$ cat config.mk
export PLATFORM = sky130hd
export DESIGN_NAME = uart_block_tx
export DESIGN_NICKNAME = d
export VERILOG_FILES = /design/src/rtl/uart_pkg.sv /design/src/rtl/uart_bit_timer.sv /design/src/rtl/uart_block_tx.sv
export SDC_FILE = /design/constraint.sdc
export NUM_CORES = 1
export LEC_CHECK = 0
export ABC_AREA = 1
export BUFFER_PORTS_ARGS = -buffer_cell sky130_fd_sc_hd__buf_2
export CAP_MARGIN = 10
export CELL_PAD_IN_SITES_DETAIL_PLACEMENT = 2
export CELL_PAD_IN_SITES_GLOBAL_PLACEMENT = 2
export CORE_MARGIN = 8
export CORE_UTILIZATION = 35
export CTS_CLUSTER_SIZE = 30
export DETAILED_ROUTE_END_ITERATION = 8
export PLACE_DENSITY_LB_ADDON = 0.1
export REMOVE_ABC_BUFFERS = 1
export SYNTH_ARGS = -nofsm -noshare
export SYNTH_HDL_FRONTEND = slang
export SYNTH_SLANG_ARGS = --single-unit
$ cat constraint.sdc
create_clock -name clk -period 3.38 [get_ports clk]
set_clock_uncertainty 0.1 [all_clocks]
set_input_delay 0.338 -clock clk [delete_from_list [all_inputs] [get_ports clk]]
set_output_delay 0.338 -clock clk [all_outputs]
set_load 0.01 [all_outputs]
$ cat src/rtl/uart_pkg.sv
// Shared UART definitions: transmitter states, default baud divisor and block layout.
// Byte k of a block occupies bits [8k+7:8k]; byte 0 is sent/received first, LSB first.
package uart_pkg;

  typedef enum logic [2:0] {
    IDLE,
    START,
    DATA,
    STOP,
    GAP,
    NEXT
  } tx_state_t;

  localparam int UART_CLKS_PER_BIT = 2534;
  localparam int UART_DATA_BITS    = 8;
  localparam int BLOCK_BYTES       = 8;

  function automatic logic [UART_DATA_BITS-1:0] block_byte(
    input logic [UART_DATA_BITS*BLOCK_BYTES-1:0] blk,
    input int                                    k
  );
    return blk[UART_DATA_BITS*k +: UART_DATA_BITS];
  endfunction

endpackage

$ cat src/rtl/uart_bit_timer.sv
// Divider: one-cycle bit_tick every CLKS_PER_BIT enabled cycles; clear holds count at 0.
// Tick is combinational from the count register, so it is valid in the same cycle.
module uart_bit_timer
  import uart_pkg::*;
#(
  parameter int CLKS_PER_BIT = UART_CLKS_PER_BIT
) (
  input  logic clk,
  input  logic rst,
  input  logic en,
  input  logic clr,
  output logic bit_tick
);

  localparam int W = (CLKS_PER_BIT > 1) ? $clog2(CLKS_PER_BIT) : 1;

  logic [W-1:0] cnt;

  assign bit_tick = en && !clr && (cnt == W'(CLKS_PER_BIT - 1));

  always_ff @(posedge clk or posedge rst) begin
    if (rst) begin
      cnt <= '0;
    end else if (clr || bit_tick) begin
      cnt <= '0;
    end else if (en) begin
      cnt <= cnt + 1'b1;
    end
  end

endmodule

$ cat src/rtl/uart_block_tx.sv
// Sends a NUM_BYTES block as back-to-back 8N1 frames; tx falls one edge after start, done after last stop/gap.
// start is only accepted when idle or in the done cycle; otherwise it is dropped.
module uart_block_tx
  import uart_pkg::*;
#(
  parameter int CLKS_PER_BIT = UART_CLKS_PER_BIT,
  parameter int NUM_BYTES    = BLOCK_BYTES,
  parameter int GAP_BITS     = 0
) (
  input  logic                                clk,
  input  logic                                rst,
  input  logic                                start,
  input  logic [UART_DATA_BITS*NUM_BYTES-1:0] data_in,
  output logic                                tx,
  output logic                                busy,
  output logic                                done,
  output logic [2:0]                          byte_idx
);

  localparam int BW      = UART_DATA_BITS * NUM_BYTES;
  localparam int GAP_DIV = (GAP_BITS > 0) ? GAP_BITS : 1;

  tx_state_t                 state;
  logic [BW-1:0]             blk;
  logic [UART_DATA_BITS-1:0] sh;
  logic [2:0]                bit_cnt;
  logic                      bit_tick;
  logic                      gap_tick;
  logic                      last;
  logic                      frame_end;
  logic                      accept;

  assign last   = (byte_idx == 3'(NUM_BYTES - 1));
  assign accept = start && ((state == IDLE) || (state == NEXT && last));

  // The timer keeps running through a mid-block NEXT so the next start bit begins at count 1.
  uart_bit_timer #(.CLKS_PER_BIT(CLKS_PER_BIT)) u_baud (
    .clk      (clk),
    .rst      (rst),
    .en       (state != IDLE),
    .clr      ((state == IDLE) || (state == NEXT && last)),
    .bit_tick (bit_tick)
  );

  uart_bit_timer #(.CLKS_PER_BIT(GAP_DIV)) u_gap (
    .clk      (clk),
    .rst      (rst),
    .en       ((state == GAP) && bit_tick),
    .clr      (state != GAP),
    .bit_tick (gap_tick)
  );

  assign frame_end = bit_tick && (((state == STOP) && (GAP_BITS == 0)) ||
                                  ((state == GAP) && gap_tick));

  always_ff @(posedge clk or posedge rst) begin
    if (rst) begin
      state    <= IDLE;
      blk      <= '0;
      sh       <= '0;
      bit_cnt  <= '0;
      tx       <= 1'b1;
      busy     <= 1'b0;
      done     <= 1'b0;
      byte_idx <= '0;
    end else begin
      done <= 1'b0;
      if (accept) begin
        blk      <= data_in;
        sh       <= data_in[UART_DATA_BITS-1:0];
        byte_idx <= '0;
        busy     <= 1'b1;
        tx       <= 1'b0;
        state    <= START;
      end else begin
        case (state)
          IDLE: begin
            tx <= 1'b1;
          end
          START: begin
            if (bit_tick) begin
              state   <= DATA;
              bit_cnt <= '0;
              tx      <= sh[0];
              sh      <= sh >> 1;
            end
          end
          DATA: begin
            if (bit_tick) begin
              if (bit_cnt == 3'(UART_DATA_BITS - 1)) begin
                state <= STOP;
                tx    <= 1'b1;
              end else begin
                bit_cnt <= bit_cnt + 3'd1;
                tx      <= sh[0];
                sh      <= sh >> 1;
              end
            end
          end
          STOP, GAP: begin
            if (frame_end) begin
              state <= NEXT;
              if (last) begin
                done <= 1'b1;
                busy <= 1'b0;
              end else begin
                // Next start bit goes out during NEXT so frame spacing stays exact.
                tx <= 1'b0;
              end
            end else if (state == STOP && bit_tick) begin
              state <= GAP;
            end
          end
          NEXT: begin
            if (last) begin
              byte_idx <= '0;
              state    <= IDLE;
            end else begin
              byte_idx <= byte_idx + 3'd1;
              blk      <= blk >> UART_DATA_BITS;
              sh       <= blk[2*UART_DATA_BITS-1:UART_DATA_BITS];
              state    <= START;
            end
          end
          default: begin
            state <= IDLE;
            tx    <= 1'b1;
          end
        endcase
      end
    end
  end

endmodule

==> impl_metrics.yaml, run 1 <==
run_status:
  status: "finished clean"
route:
  ant_nets: 0
  wire_per_inst_um: 16.2
  via_per_inst: 4.98
  dr.pass1.iters: 4
  vias: 3604
  drt-initial-drc-count: 99
  wl_um: 11700
  drc_errors: 0
timing:
  setup_violations: 0
  slew_headroom_pct: 44.4
  fin_crit_sh_pct: 75.3
  period_minus_slack_ps: 2550
  tightestPinTransition_ps: 834
  rsz0062_at_grt: "false"
  setup_slack_ps: 834
  slew_violations: 0
  hold_viol_final: 0
  finalSetupTns_ps: 0
  fmax_mhz: 393
power_and_ir_drop:
  p_comb_share_pct: 3.1
  p_leak_nw: 2.52
  power_mw: 2.13
  seqPwrFrac_pct: 50.1
  power_density_mw_per_mm2: 400
  p_clk_share_pct: 46.8
  p_sw_share_pct: 20.7
  intPower_mw: 1.69
  ir_worst_vdd_uv: 232
  power.switching_mw: 0.439
cells_and_area:
  mostFrequentLayoutCells: "nand2_1 (113), dfrtp_1 (88), inv_1 (75), buf_2 (72), o221ai_2 (40)"
  final_common_cell: "nand2_1"
  drive_gt1_share_pct: 26.5
  fin_nets: 619
  syn2layout_area_growth_pct: 16.6
  final_util_pct: 41.9
  fillCellCount: 1439
  antennaDiodeCount: 0
cts:
  cts.repair.resized: 0
  ctsLongestPathBuffers: 2
  cts_inserted_buffers: 9
  cts_tree: "built"
  clk_pin_slew_worst_paths_ps: 60
  htreeDepth: 3
  cts-root-buf: "clkbuf_16"
  cts_sinks: 89
  postCtsSetupRepairBufs: 0
  ctsHoldBuffers: 1
  clkLatencyLatePin_ps: 340
yosys:
  synth_warnings: 0
  synth_area_mm2: 0.00456
  ys_top_cells_by_area: "dfrtp_1 (48%), o221ai_2 (13%), nand2_1 (9.3%)"
  synth_top_cell_by_area: "dfrtp_1"
  async_flop_share_pct: 100
  synthCells: 479
  avgSynthCellArea_um2: 9.51
  yosys.cell_types.count: 32
  ys_ff_latch: 89
  synth_edf_count: 0
  synth_top_area_share_pct: 48.3
  ys_seq_area_share_pct: 48.9
  synth_ff_type: "dfrtp_1"
grt:
  grt_pass1_wl_um: 20300
  top_usage_layer: "met2"
  overflow: 0
  grtUsageMet2_pct: 28.2
  grt_pass1_vias: 4239
  grt_use_total_pct: 15.2
  grt_antenna_before_repair: 0
  use_met1_pct: 16.8
  grt_max_degree: 57
  use_met3_pct: 2.77
worst_setup_path:
  crit_path_end_kind: "flip-flop"
  r2r-start: "byte_idx[0]"
  ff2ff_path_depth: 7
  worstSetupPathType: "flip-flop to flip-flop"
  start_kind: "flip-flop"
  required_ps: 3510
  path_max_fanout: 56
  rrSetupSlack_ps: 830
  cp_data_arrival_time_ps: 2680
  reg2reg_to: "blk[29]"
placed_design:
  gp_congestion: 0.772
  hpwl_um: 8370
  place_ws_ps: 819
  io_buffers: 72
floorplanning:
  top_level_ports: 73
  num_rows: 41
  die_width_um: 130
  initial_core_util_pct: 36.0
  fp.coreArea_mm2: 0.0127
  die_area_mm2: 0.0169
  die_y_um: 130
hold_path:
  hold_class: "input port to flip-flop"
  hold_depth: 3
  min_from: "data_in[58]"
  hold_end: "blk[58]"
job:
  drv_cap: 0
-- worst max-delay path by stage --
stage,start,endpoint,slack (ps),cells after the start
final,byte_idx[0],blk[29],830,7
after global routing,byte_idx[0],blk[57],620,7
after CTS,byte_idx[0],blk[29],790,7
after detailed placement,byte_idx[0],blk[29],820,7
after global placement,byte_idx[0],blk[28],960,7
after floorplan,byte_idx[0],blk[23],-630,6
-- layout make-up --
class                   instances  area, um^2  area share, %
repair buffers                 79         428           8.05
clock inverters                 3        40.0          0.754
inverters                      80         302           5.68
multi-input cells             287        1850           34.8
clock buffers                  13         250           4.71
flip-flops and latches         89        2230           41.9
well taps                     172         215           4.05
-- worst max-delay path: stages (launching register included) --
cell and delay (ps):
dfrtp_1 400, ha_1 210, ha_1 230, nand3_2 100, nand2_2 100, nand2_2 340, nand2_4 540, o221ai_1 390
-- power by group through the flow --
stage / logic [mW] / registers [mW] / clock network (mW)
global route: 0.0743 / 1.06 / 1.06
CTS: 0.0683 / 1.06 / 1.03
global placement: 0.0655 / 1.08 / 0
finish: 0.0652 / 1.07 / 0.995
floorplan: 0.0157 / 1.09 / 0
detailed placement: 0.0671 / 1.08 / 0
-- Yosys cell counts (all sizes together) (4+ instances only) --
cell type,n
nor3b,4
a21oi,5
o21ai,17
dfrtp,88
nand3,35
ha,6
nand2,118
clkbuf,9
nor2,30
inv,80
xor2,4
buf,14
o221ai,48
o211ai,8
nor3,4
-- cell families (layout without fill, tap and decap cells) --
kind of cell / Yosys count / count (layout) / synth area share [%]
AOI/OAI and AO/OA: 81 / 81 / 19.1
xor gates and xnor gates: 5 / 5 / 0.961
adders and majority gates: 6 / 6 / 1.65
buffers and inverters: 103 / 175 / 10.8
DFF: 89 / 89 / 48.9
and+or+nand+nor: 195 / 195 / 18.6
-- metal layers --
| metal | vias to the layer above | wire length, um |
|---|---|---|
| met5 | - | 0 |
| met4 | 0 | 182 |
| met3 | 13 | 297 |
| met2 | 47 | 6240 |
| met1 | 1813 | 4990 |
| li1 | 1731 | - |
-- through the flow --
stage | instances | cell area (um^2) | hold WS, ps
after global placement | 706 | 5010 | 349
after CTS | 723 | 5310 | 96.2
after global routing | 723 | 5310 | 110
after floorplan | 456 | 4370 | 357
after detailed placement | 706 | 5010 | 354
final | 723 | 5310 | 102
-- sequential cells by signal, indices dropped and copies added, names as in the netlist, 3 cells and up --
| name | count |
|---|---|
| blk | 56 |
| u_baud.cnt | 12 |
| sh | 8 |
| bit_cnt | 3 |
| byte_idx | 3 |
| state | 3 |
Note: power is estimated with default switching activity, not from simulation.
==> inputs of run 2 (changes only) <==
Settings changed: ABC_AREA 1 to 0.
Clock period 3.38 ns to 2.5 ns, I/O delays scaled along.
==> run 2 against run 1 <==
  * Largest power group unchanged
  * Design area about the same
  * Via count down 6.0%
  * Die area down 3.2%
  * Sequential share of layout area about the same
  * Critical endpoint is now sh[6]
==> impl_metrics.yaml, run 2 <==
yosys:
  synth_ff_type: "dfrtp_1"
  ys_top_cells_by_area: "dfrtp_1 (50%), mux2i_1 (11%), nand2_1 (7.6%)"
  synthCells: 438
  ys_seq_area_share_pct: 50.8
  async_flop_share_pct: 100
  synth_area_mm2: 0.00439
  synth_top_area_share_pct: 50.2
  avgSynthCellArea_um2: 10.0
  synth_warnings: 0
  yosysMostFrequentCell: "nand2_1"
  synth_top_cell_by_area: "dfrtp_1"
  yosys-top-cells-count: "nand2_1 (89), dfrtp_1 (88), o21ai_0 (48)"
  yosys.cell_types.count: 46
  ys_ff_latch: 89
  synth_edf_count: 0
hold_path:
  min_from: "data_in[59]"
  hold_class: "input port to flip-flop"
worst_setup_path:
  crit_path_end_kind: "flip-flop"
  startpoint: "bit_cnt[0]"
  crit_family: "simple AND/OR/NAND/NOR gates"
  r2r-start: "bit_cnt[0]"
  path_cells: "ha_1, ha_1, nand2b_1, or3_1, a22oi_4, or2_1, buf_12, mux2_4"
  path_buf_inv: 1
  required_ps: 2620
  slowest_stage: "dfrtp_1"
  start_kind: "flip-flop"
  cp_data_arrival_time_ps: 2490
  critical_path.max_stage_delay_ps: 410
  crit_path_frequent_cell: "ha_1"
  path_max_fanout: 6
  worstSetupPathType: "flip-flop to flip-flop"
route:
  wire_per_inst_um: 17.0
  dr.pass1.iters: 4
  ant_nets: 0
  drt-initial-drc-count: 89
  vias: 3386
  wl_um: 11700
  drc_errors: 0
  via_per_inst: 4.91
timing:
  finalSetupTns_ps: 0
  hold_viol_final: 0
  tightestPinTransition_ps: 752
  setup_slack_ps: 129
  slew_violations: 0
  slew_headroom_pct: 49.7
  rsz0062_at_grt: "false"
  fin_crit_sh_pct: 94.8
  fmax_mhz: 422
  period_minus_slack_ps: 2370
  setup_violations: 0
power_and_ir_drop:
  p_leak_nw: 2.54
  ir_worst_vdd_uv: 339
  power_density_mw_per_mm2: 945
cells_and_area:
  mostFrequentLayoutCells: "nand2_1 (89), dfrtp_1 (88), buf_2 (72), o21ai_0 (48), mux2i_1 (47)"
  fin_nets: 585
  antennaDiodeCount: 0
  largest_reg_flops: 56
  regMostFlops: "blk"
  fin_area_mm2: 0.00531
  syn2layout_area_growth_pct: 21.0
  final_common_cell: "nand2_1"
  drive_gt1_share_pct: 22.6
  top_regs: "blk x56, u_baud.cnt x12, sh x8"
  fillCellCount: 1340
floorplanning:
  die_width_um: 128
  num_rows: 41
  die_area_mm2: 0.0164
  die_y_um: 128
  top_level_ports: 73
  fp.coreArea_mm2: 0.0124
  initial_core_util_pct: 35.3
grt:
  grt_max_degree: 44
  grt_pass1_wl_um: 20000
  grt_pass1_vias: 3978
  grt_antenna_before_repair: 0
  overflow: 0
  grt_use_total_pct: 15.6
placed_design:
  gp_congestion: 0.701
  hpwl_um: 8380
  placement.cell_area_mm2: 0.00497
  place_ws_ps: 166
  io_buffers: 72
cts:
  htreeDepth: 3
  cts_sinks: 89
  cts_inserted_buffers: 9
  cts_tree: "built"
  cts-root-buf: "clkbuf_16"
  clkLatencyLatePin_ps: 340
  clk_pin_slew_worst_paths_ps: 60
  ctsLongestPathBuffers: 2
job:
  drv_cap: 0
run_status:
  status: "finished clean"
[run 2: changes by cell type in the layout (fill, tap and decap cells not counted), moves of 14 or more]
cell      previous run  this run
o21ai_1              0        14
nand2_1            113        89
o221ai_2            40         0
nand3_1             33         6
mux2i_1              0        47
o21ai_0             16        48
inv_1               75         4
[run 2: logic make-up (layout without fill, tap and decap cells)]
| logic type | count (synthesis) | after routing | share of synthesized area [%] |
|---|---|---|---|
| and+or+nand+nor | 149 | 149 | 15.3 |
| buffers and inverters | 34 | 113 | 3.76 |
| DFF | 89 | 89 | 50.8 |
| AOI/OAI and AO/OA | 93 | 93 | 12.7 |
| xor gates and xnor gates | 12 | 12 | 2.40 |
| adders and majority gates | 6 | 6 | 1.71 |
| muxes | 55 | 55 | 13.3 |
[run 2: final timing paths]
path | slack (ps) | endpoint | cells past startpoint
max in group asynchronous | 1170 | tx | 4
hold / removal | 20 | blk[59] | 3
setup reg to reg | 130 | sh[6] | 8
min in group asynchronous | 440 | blk[47] | 3
setup / recovery | 130 | sh[6] | 8
hold reg to reg | 390 | blk[36] | 2
[run 2: area by class of cell]
type	instances	area [um^2]	share of cell area, %
well taps	172	215	4.05
multi-input cells	315	2000	37.8
clock inverters	2	12.5	0.236
flip-flops and latches	89	2230	42.0
clock buffers	14	264	4.97
repair buffers	92	563	10.6
inverters	5	20.0	0.377
[run 2: tightest hold or removal path: cells and delay by family]
| kind | cells | cell delay (ps) |
|---|---|---|
| buffers and inverters | 1 | 70 |
| AO/OA/AOI/OAI | 1 | 60 |
| AND/OR/NAND/NOR | 1 | 40 |
[run 2: power breakdown]
group	internal (mW)	switching [mW]
combinational	0.663	0.745
clock	0.728	0.551
sequential	1.99	0.343
[run 2: what timing repair did]
item                                   CTS  global route
endpoints found under the hold margin   42             0
setup buffers                            0             0
resized for setup                        0             1
setup endpoints to repair                0             4
hold buffers                             6             0
[run 2: metrics by stage]
stage          utilization, %  total power [mW]  std cells  hold slack [ps]
6_report                 42.8              5.02        689             16.1
5_1_grt                  42.8              5.40        689             20.8
4_1_cts                  42.7              5.13        689            0.157
3_5_place_dp             40.0              3.78        667              282
3_3_place_gp             40.0              3.66        667              283
2_1_floorplan               -              3.25        409              267
[run 2: metal layers]
metal / track usage [%] / wire length, um / part of all wire (%)
met3: 3.04 / 307 / 2.6
met4: 6.71 / 192 / 1.6
met1: 18.4 / 5060 / 43
met5: 0 / 0 / 0
met2: 27.2 / 6150 / 53
